$ cat src/rtl/mem_access_unit_pkg.sv
// mem_access_unit_pkg: shared widths, latency limits and FSM encoding for the data memory initiator.
package mem_access_unit_pkg;
    localparam int DATA_W_DEF       = 16;
    localparam int ADDR_W_DEF       = 5;
    localparam int MAX_READ_LATENCY = 7;
    localparam int CNT_W            = 3;
    typedef enum logic [1:0] {
        IDLE    = 2'd0,
        WR      = 2'd1,
        RD_WAIT = 2'd2,
        RSP     = 2'd3
    } state_t;
endpackage

$ cat src/rtl/mem_access_unit_if.sv
// mem_access_unit_if: core request/response and data memory signals of the access unit.
interface mem_access_unit_if
    import mem_access_unit_pkg::*;
#(
    parameter int DATA_W = DATA_W_DEF,
    parameter int ADDR_W = ADDR_W_DEF
);
    logic              req_valid;
    logic              req_ready;
    logic              req_we;
    logic [ADDR_W-1:0] req_addr;
    logic [DATA_W-1:0] req_wdata;
    logic              rsp_valid;
    logic [DATA_W-1:0] rsp_rdata;
    logic              rsp_err;
    logic [ADDR_W-1:0] mem_addr;
    logic [DATA_W-1:0] mem_d_in;
    logic              mem_wr;
    logic [DATA_W-1:0] mem_d_out;
    modport slave (
        input  req_valid, req_we, req_addr, req_wdata, mem_d_out,
        output req_ready, rsp_valid, rsp_rdata, rsp_err, mem_addr, mem_d_in, mem_wr
    );
    modport master (
        output req_valid, req_we, req_addr, req_wdata, mem_d_out,
        input  req_ready, rsp_valid, rsp_rdata, rsp_err, mem_addr, mem_d_in, mem_wr
    );
endinterface

$ cat src/rtl/mem_access_unit.sv
// mem_access_unit: single-outstanding load/store initiator for the data memory port.
// Define MEM_WRITE_VERIFY_EN to read back every store and flag a mismatch on rsp_err.
module mem_access_unit
    import mem_access_unit_pkg::*;
#(
    parameter int READ_LATENCY = 1
) (
    input  logic             clk,
    input  logic             rst_n,
    mem_access_unit_if.slave bus
);
    state_t           state, state_nx;
    logic [CNT_W-1:0] cnt;
    logic             accept, capture;

    assign bus.req_ready = rst_n && state == IDLE;
    assign bus.mem_wr    = state == WR;
    assign bus.rsp_valid = state == RSP;
    assign accept        = bus.req_valid && bus.req_ready;
    assign capture       = state == RD_WAIT && cnt == '0;

    always_comb begin
        state_nx = state;
        case (state)
            IDLE:    state_nx = accept ? (bus.req_we ? WR : RD_WAIT) : IDLE;
`ifdef MEM_WRITE_VERIFY_EN
            WR:      state_nx = RD_WAIT;
`else
            WR:      state_nx = RSP;
`endif
            RD_WAIT: state_nx = capture ? RSP : RD_WAIT;
            default: state_nx = IDLE;
        endcase
    end

    // Counter is armed on accept and again in WR so a verify read-back waits the full latency.
    always_ff @(posedge clk) begin
        if (!rst_n) begin
            state         <= IDLE;
            cnt           <= '0;
            bus.mem_addr  <= '0;
            bus.mem_d_in  <= '0;
            bus.rsp_rdata <= '0;
        end else begin
            state <= state_nx;
            cnt   <= (accept || bus.mem_wr) ? CNT_W'(READ_LATENCY - 1) :
                     (capture || state != RD_WAIT) ? cnt : cnt - 1'b1;
            if (accept) begin
                bus.mem_addr <= bus.req_addr;
                bus.mem_d_in <= bus.req_wdata;
            end
            if (capture) bus.rsp_rdata <= bus.mem_d_out;
        end
    end

`ifdef MEM_WRITE_VERIFY_EN
    logic is_store;

    always_ff @(posedge clk) begin
        if (!rst_n) begin
            is_store    <= 1'b0;
            bus.rsp_err <= 1'b0;
        end else begin
            if (accept) is_store <= bus.req_we;
            if (capture) bus.rsp_err <= is_store && bus.mem_d_out != bus.mem_d_in;
        end
    end
`else
    assign bus.rsp_err = 1'b0;
`endif
endmodule
$ cat src/flat_wrapper.sv
// flat-port wrapper written by rule: the top's interface ports become plain ports
module mem_access_unit_flat import mem_access_unit_pkg::*;
#(
    parameter int READ_LATENCY = 1
)
  (clk, rst_n, bus_req_valid, bus_req_we, bus_req_addr, bus_req_wdata, bus_mem_d_out, bus_req_ready, bus_rsp_valid, bus_rsp_rdata, bus_rsp_err, bus_mem_addr, bus_mem_d_in, bus_mem_wr);
  mem_access_unit_if bus_i ();
  input  logic clk;
  input  logic rst_n;
  input wire logic [$bits(bus_i.req_valid)-1:0] bus_req_valid;
  input wire logic [$bits(bus_i.req_we)-1:0] bus_req_we;
  input wire logic [$bits(bus_i.req_addr)-1:0] bus_req_addr;
  input wire logic [$bits(bus_i.req_wdata)-1:0] bus_req_wdata;
  input wire logic [$bits(bus_i.mem_d_out)-1:0] bus_mem_d_out;
  output wire logic [$bits(bus_i.req_ready)-1:0] bus_req_ready;
  output wire logic [$bits(bus_i.rsp_valid)-1:0] bus_rsp_valid;
  output wire logic [$bits(bus_i.rsp_rdata)-1:0] bus_rsp_rdata;
  output wire logic [$bits(bus_i.rsp_err)-1:0] bus_rsp_err;
  output wire logic [$bits(bus_i.mem_addr)-1:0] bus_mem_addr;
  output wire logic [$bits(bus_i.mem_d_in)-1:0] bus_mem_d_in;
  output wire logic [$bits(bus_i.mem_wr)-1:0] bus_mem_wr;
  assign bus_i.req_valid = bus_req_valid;
  assign bus_i.req_we = bus_req_we;
  assign bus_i.req_addr = bus_req_addr;
  assign bus_i.req_wdata = bus_req_wdata;
  assign bus_i.mem_d_out = bus_mem_d_out;
  assign bus_req_ready = bus_i.req_ready;
  assign bus_rsp_valid = bus_i.rsp_valid;
  assign bus_rsp_rdata = bus_i.rsp_rdata;
  assign bus_rsp_err = bus_i.rsp_err;
  assign bus_mem_addr = bus_i.mem_addr;
  assign bus_mem_d_in = bus_i.mem_d_in;
  assign bus_mem_wr = bus_i.mem_wr;
  mem_access_unit #(.READ_LATENCY(READ_LATENCY)) u_core (.clk(clk), .rst_n(rst_n), .bus(bus_i));
endmodule
$ cat config.mk
export PLATFORM = sky130hd
export DESIGN_NAME = mem_access_unit_flat
export DESIGN_NICKNAME = d
export VERILOG_FILES = /design/src/rtl/mem_access_unit_pkg.sv /design/src/rtl/mem_access_unit_if.sv /design/src/rtl/mem_access_unit.sv /design/src/flat_wrapper.sv
export SDC_FILE = /design/constraint.sdc
export NUM_CORES = 1
export LEC_CHECK = 0
export ABC_AREA = 1
export ABC_CLOCK_PERIOD_IN_PS = 1370
export CORE_MARGIN = 2
export CORE_UTILIZATION = 30
export DETAILED_ROUTE_END_ITERATION = 10
export GPL_ROUTABILITY_DRIVEN = 0
export GPL_TIMING_DRIVEN = 0
export PLACE_DENSITY = 0.59
export SLEW_MARGIN = 5
export SYNTH_ARGS = -nofsm -noshare
export SYNTH_HDL_FRONTEND = slang
export SYNTH_SLANG_ARGS = --single-unit
$ cat constraint.sdc
create_clock -name clk -period 1.37 [get_ports clk]
set_input_delay 0.274 -clock clk [delete_from_list [all_inputs] [get_ports clk]]
set_output_delay 0.274 -clock clk [all_outputs]
set_load 0.1 [all_outputs]
---- Word-level counts from Yosys, hierarchy flattened ----
Index checks and enable logic that the tools add are counted.
storage, ports and cells
  input bits .............................. 41
  register bits after elaboration ......... 42
  output and inout port bits .............. 41
cells by class
  equal/unequal tests ..................... 4
  $add $sub $neg .......................... 1
  bitwise logic cells ..................... 1
  reduce and logical (&&, ||, !) cells .... 8
  multiplexer cells ....................... 4
operators with widths
  cell                                                  number
  one-hot mux 2 bit (3 select lines)                    1
  equality test 2 bit (second input constant)           2
  two-way mux 2 bit                                     2
  logical AND 1 bit                                     3
  logical NOT 3 bit                                     1
  subtractor 3 x 1 -> 3 bit (second input constant)     1
  equality test 2 x 1 -> 1 bit (second input constant)  1
  logical NOT 2 bit                                     1
  logical OR 1 bit                                      2
  inequality test 2 bit (second input constant)         1
  OR reduction 2 bit                                    1
  two-way mux 1 bit                                     1
  NOT 1 bit                                             1

---- Longest topological paths before layout ----
Gate-level depths: netlist of run 1.
  word-level depth ........................ 5
  depth in mapped cells ................... 8
  depth with buffers taken out ............ 6

---- Worst setup path before layout of run 1 ----
Ideal clock, no wire load.
  path kind ............................... register to register
  start point ............................. reg u_core.state[1]
  end point ............................... reg u_core.cnt[2]
  stages on the path, launching flop included .. 6
  data arrival time ....................... 1.496 ns
  clock period less this slack ............ 1.612 ns
  setup slack ............................. -0.242 ns
  library setup time ...................... 0.116 ns
  path through ............................ dfxtp_1 -> inv_1 -> ha_1 -> inv_1 -> nand3_1 -> nor2_1
RTL lines
  item                                 RTL line               RTL
  start: declaration                   mem_access_unit.sv:12  state_t state, state_nx;
  start signal: assignment             mem_access_unit.sv:45  state <= state_nx;
  equality test 2 x 1 -> 1 bit         mem_access_unit.sv:17  assign bus.mem_wr = state == WR;
  via bus_mem_wr                       flat_wrapper.sv:21     output wire logic [$bits(bus_i.mem_wr)-1:0] bus_mem_wr;
  logical OR 1 bit                     mem_access_unit.sv:46  cnt <= (accept || bus.mem_wr) ? CNT_W'(READ_LATENCY - 1) :
  OR reduction 2 bit (no source line)  -
  end signal: assignment               mem_access_unit.sv:46
  end: declaration                     mem_access_unit.sv:13  logic [CNT_W-1:0] cnt;
The timed path passes the listed nets, and every way through them passes these cells.
A chain may end at the register's enable or synchronous reset.

---- Worst setup path in the final report of run 1 ----
  start point ............................. reg u_core.state[0]
  end point ............................... out bus_req_ready
between the ends
  cells in the longest elaborated chain, start to end .. 2
ends and longest elaborated chain
  item               RTL line               RTL
  logical NOT 2 bit  mem_access_unit.sv:16  assign bus.req_ready = rst_n && state == IDLE;
  logical AND 1 bit  mem_access_unit.sv:16
  end: declaration   flat_wrapper.sv:15     output wire logic [$bits(bus_i.req_ready)-1:0] bus_req_ready;
Every way passes these cells.

==> impl_metrics.tcl, run 1 <==
set metrics [dict create \
    status "finished, violations left" \
    violations "setup timing" \
    grt_max_degree 13 \
    p_total_mw 6.29 \
    path_buf_inv 4 \
    drc_errors 0 \
    max_cap_violations 0 \
    vias 1754 \
    holdBufCountCts 0 \
    critical_path_class "flop to primary output" \
    grt_usage_pct 14.1 \
    setup_viol 2 \
    hold_ws_ps 456 \
    antenna_left 0 \
    ios 82 \
    yosysSeqAreaShare_pct 48.0 \
    switching_share_pct 51.3 \
    pwr-share-clk_pct 15.1 \
    hold-path-cell-count 2 \
    synthToLayoutAreaGrowth_pct 58.9 \
    synth_area_um2 1750 \
    fmax_mhz 667 \
    dr.pass1.iters 4 \
    path_cells "inv_2 -> ha_4 -> nand2_2 -> inv_2 -> buf_6 -> buf_12" \
    synth_top_family_by_area "simple AND/OR/NAND/NOR gates" \
    grt-ovfl-total 0 \
    dp_hpwl_um 3230 \
    clock_sinks 42 \
    final.setup_skew_ps 5.96 \
    core_um2 5570 \
    synth_compound_area_share_pct 7.71 \
    placedCellCount 364 \
    fin_nets 355 \
    total_leakage_power_nw 1.24 \
    rows 27 \
    grt_first_pass_wirelength_um 7230 \
    path_max_fanout 3 \
    avgSynthCellArea_um2 8.26 \
    ys_ff_latch 42 \
    final_cells 381 \
    final_area_um2 2780 \
    layout_min_cycle_time_ps 1500 \
    clkSlewWorstSetupHoldPaths_ps 80 \
    syn_nets 259 \
    grt_pass1_vias 1641 \
    dieArea_um2 6470 \
    cpMostUsedCell "inv_2" \
    drv_slew 0 \
    utilization_pct 49.9 \
    wl_per_cell_um 12.0 \
    synth_cell_types 18 \
    finalWirelength_um 4580 \
    cellPowerDensity_nw_per_um2 2260 \
    worstPathRequired_ps 1100 \
    cp-end-kind "primary output" \
    synth-adder-area-share_pct 4.29 \
    fin_setup_tns_ps -163 \
    critPathTopFamily "flip-flops" \
    drive_above_1_share_pct 26.5 \
    power_frac_seq_pct 26.0 \
    cts_buffer_depth 2 \
    hold_path.class "flop to flop" \
    synth_xor_area_share_pct 0 \
    ir_drop_mv 1.15 \
    start_util_pct 31.4 \
    tritoncts "done" \
    cpPeakStageDelay_ps 360 \
    cts_root_buffer "clkbuf_8" \
    synthSimpleGateAreaFrac_pct 31.4 \
    power.internal_mw 3.07 \
    grt_antenna_before_repair 0 \
    rsz0062_at_grt "true" \
    reg2reg_depth 9 \
    die-width_um 80.4 \
    diodes 0 \
    clk_latency_ps 290 \
    startpoint_type "flop" \
    portBuffers 80 \
    drt_iter0_drc 67 \
    h-tree-depth 2 \
    die_h_um 80.4 \
    p_switching_mw 3.23 \
    dp_slack_ps -1220 \
    comb_power_share_pct 58.9 \
    muxShareOfSynthArea_pct 0 \
    path_depth 6 \
    fin_ws_ps -130 \
    place_area_um2 2650 \
    numCtsBuffers 5 \
    yosysWarningCount 0 \
    finalHoldViolations 0 \
    finalCritPeriodShare_pct 109 \
    cp.arrival_ps 1230 \
    syn_inst 212 \
    cp_slowest_cell "dfxtp_2" \
    routed_via_density 4.60 \
]
==> Yosys cell counts <==
cell type  instances  area [um^2]
nand2_1           46          173
nand3_1           49          245
clkbuf_1           3         11.3
nand3_4            1         17.5
dfxtp_1           42          841
ha_1               6         75.1
inv_2              2         7.51
clkbuf_2           1         5.00
a21boi_1          11         82.6
inv_1              9         33.8
conb_1             1         3.75
a21oi_1            3         15.0
a21boi_0           5         37.5
nand4_1           16          100
buf_6              1         11.3
buf_2              5         25.0
nor2_1             4         15.0
buf_4              7         52.6
==> flip-flops by register name, summed over array words and instances, names as in the netlist <==
register,count
u_core.bus.mem_addr,5
u_core.bus.mem_d_in,16
u_core.bus.rsp_rdata,16
u_core.cnt,3
u_core.state,2
==> repair_timing <==
| action | 4_1_cts | 5_1_grt |
|---|---|---|
| pin swaps | 2 | 1 |
| resized for setup | 220 | 34 |
| gates cloned | 0 | 1 |
| setup endpoints to repair | 41 | 36 |
| setup buffers | 4 | 4 |
==> worst paths after layout <==
| path | from | endpoint | slack, ps |
|---|---|---|---|
| min | u_core.bus.rsp_rdata[3] | u_core.bus.rsp_rdata[3] | 460 |
| max | u_core.state[0] | bus_req_ready | -130 |
| min reg2reg | u_core.bus.rsp_rdata[3] | u_core.bus.rsp_rdata[3] | 460 |
| max reg2reg | u_core.state[0] | u_core.bus.mem_d_in[4] | 50 |
==> cell type report <==
cell class,instances,area [um^2]
clock buffer,7,76.3
inverter,11,41.3
timing repair buffer,89,783
sequential,42,843
multi-input combinational,142,790
fill,588,2790
tap,72,90.1
clock inverter,1,30.0
buffer,17,130
==> power by group through the flow <==
stage	Clock, mW	Sequential, mW	Combinational (mW)
6_report	0.952	1.63	3.71
4_1_cts	0.992	1.64	3.47
2_1_floorplan	0	3.31	1.02
3_3_place_gp	0	1.66	3.49
3_5_place_dp	0	1.66	3.49
5_1_grt	1.04	1.67	3.90
==> worst register-to-register path: cells and delay by family, from the launching register on <==
family                     cells  cell delay (ps)
adders and majority gates      1              160
buffers and inverters          5              520
DFF                            1              360
and+or+nand+nor                3              190
==> kinds of logic (layout without fill, tap and decap cells) <==
family,count (synthesis),count (layout)
AND/OR/NAND/NOR,116,116
flip-flops,42,42
buffers and inverters,28,125
AO/OA/AOI/OAI,19,19
adder cells (fa/ha/maj),6,6
other,1,1
==> cells in the final DEF (no fill, tap or decap), drive strengths merged <==
| cell | count |
|---|---|
| a21boi | 16 |
| a21oi | 3 |
| buf | 41 |
| bufinv | 1 |
| clkbuf | 32 |
| clkdlybuf4s50 | 39 |
| conb | 1 |
| dfxtp | 42 |
| dlygate4sd2 | 1 |
| ha | 6 |
| inv | 11 |
| nand2 | 46 |
| nand3 | 50 |
| nand4 | 16 |
| nor2 | 4 |
==> per-layer routing <==
| layer | global-route usage (%) | up-vias | wire [um] |
|---|---|---|---|
| met3 | 5.62 | 2 | 402 |
| met5 | 0 | - | 0 |
| met4 | 3.56 | 0 | 11 |
| met1 | 17.1 | 791 | 2030 |
| li1 | - | 904 | - |
| met2 | 23.3 | 57 | 2130 |
Note: power is estimated with default switching activity, not from simulation.
==> run 2: changes to the inputs <==
Settings changed: CORE_MARGIN 2 to not set, CTS_CLUSTER_DIAMETER set to 80.
==> impl_metrics.tcl, run 2 (synthesized netlist as in run 1, its figures left out) <==
set metrics [dict create \
    status "finished, violations left" \
    violations "setup timing" \
    vias 1777 \
    total_leakage_power_nw 1.22 \
    cts_buffer_depth 2 \
    finalWirelength_um 4550 \
    clkSlewWorstSetupHoldPaths_ps 70 \
    grt_max_degree 13 \
    reg_top3 "u_core.bus.mem_d_in x16, u_core.bus.rsp_rdata x16, u_core.bus.mem_addr x5" \
    ir_drop_mv 1.17 \
    dp_hpwl_um 3160 \
    synthToLayoutAreaGrowth_pct 57.6 \
    cp_slowest_cell "clkdlybuf4s50_1" \
    cellPowerDensity_nw_per_um2 2220 \
    cp-end-kind "primary output" \
    portBuffers 80 \
    path_cells "clkdlybuf4s50_1 -> nand2_2 -> inv_2 -> buf_6 -> buf_12" \
    routed_via_density 4.66 \
    clock_sinks 42 \
    dp_slack_ps -1200 \
    cpPeakStageDelay_ps 550 \
    grt_usage_pct 15.8 \
    path_buf_inv 4 \
    grt-ovfl-total 0 \
    layout_min_cycle_time_ps 1500 \
    critical_path_class "input pin to primary output" \
    startpoint_type "input pin" \
    antenna_left 0 \
    tritoncts "done" \
    path_max_fanout 5 \
    drv_slew 0 \
    h-tree-depth 2 \
    worstPathRequired_ps 1100 \
    start_util_pct 31.4 \
    ios 82 \
    grt_antenna_before_repair 0 \
    die_h_um 78.4 \
    max_cap_violations 0 \
    final.setup_skew_ps 4.38 \
    clk_latency_ps 290 \
    grt_first_pass_wirelength_um 7760 \
    drc_errors 0 \
    die-width_um 78.4 \
    critPathTopFamily "buffers and inverters" \
    fmax_mhz 667 \
    final_area_um2 2760 \
    setup_viol 2 \
    drt_iter0_drc 84 \
    rsz0062_at_grt "true" \
    place_area_um2 2650 \
    finalHoldViolations 0 \
    fin_ws_ps -130 \
    fin_nets 355 \
    layout_common_cells "nand3_1 (49), nand2_1 (45), clkdlybuf4s50_1 (40), dfxtp_1 (40), clkbuf_4 (22)" \
    hold_path.class "flop to flop" \
    grt_pass1_vias 1706 \
    dr.pass1.iters 5 \
    rows 27 \
    wl_per_cell_um 11.9 \
    diodes 0 \
    drive_above_1_share_pct 26.5 \
    core_um2 5570 \
    finalCritPeriodShare_pct 110 \
    cp.arrival_ps 1230 \
    utilization_pct 49.5 \
    dieArea_um2 6150 \
    final_common_cell "nand3_1" \
    numCtsBuffers 5 \
    cts_root_buffer "clkbuf_8" \
]
## run 2: worst paths after layout
check | start | slack [ps] | cells after the start | end
max | rst_n | -130 | 5 | bus_req_ready
max reg2reg | u_core.cnt[0] | 50 | 8 | u_core.state[0]
min | u_core.bus.rsp_rdata[14] | 450 | 2 | u_core.bus.rsp_rdata[14]
min reg2reg | u_core.bus.rsp_rdata[14] | 450 | 2 | u_core.bus.rsp_rdata[14]
## run 2: layout make-up
type	count	area, um^2
inverters	11	41.3
clock inverters	1	5.00
well taps	72	90.1
multi-input cells	142	807
fillers	588	2810
flip-flops and latches	42	843
plain buffers	17	115
clock buffers	7	86.3
repair buffers	89	772
## run 2: worst reg2reg max path, stage by stage, from the launching register on
cell	delay [ps]
dfxtp_1	340
inv_1	80
ha_1	190
buf_4	170
nand3_4	90
buf_6	140
nand2_1	60
nor2_1	90
nor2_1	40
## run 2: what timing repair did
action | in CTS | in global routing
setup endpoints to repair | 40 | 44
resized for setup | 220 | 27
buffers inserted | 5 | 4
pin swaps | 2 | 3
hold buffers | 0 | 0
## run 2: metal layers
metal | GRT usage, % | routed length (um) | vias up
met2 | 25.8 | 2090 | 71
met3 | 6.05 | 441 | 5
met1 | 19.6 | 1980 | 795
li1 | - | - | 906
met5 | 0 | 0 | -
met4 | 3.89 | 42 | 0
## run 2: metrics by stage
stage | total power, mW | hold slack (ps) | setup TNS (ps) | instances
after floorplan | 4.33 | 412 | 0 | 212
after global placement | 5.14 | 445 | -17780 | 364
after detailed placement | 5.15 | 452 | -18140 | 364
after CTS | 5.99 | 462 | -299 | 377
after global routing | 6.45 | 472 | -308 | 381
final | 6.12 | 455 | -176 | 381
## run 2: where the power goes
part	internal [mW]	total, mW	switching, mW	leakage [nW]
sequential	1.50	1.64	0.141	0.344
clock	0.407	0.814	0.408	0.0482
combinational	0.983	3.67	2.69	0.832
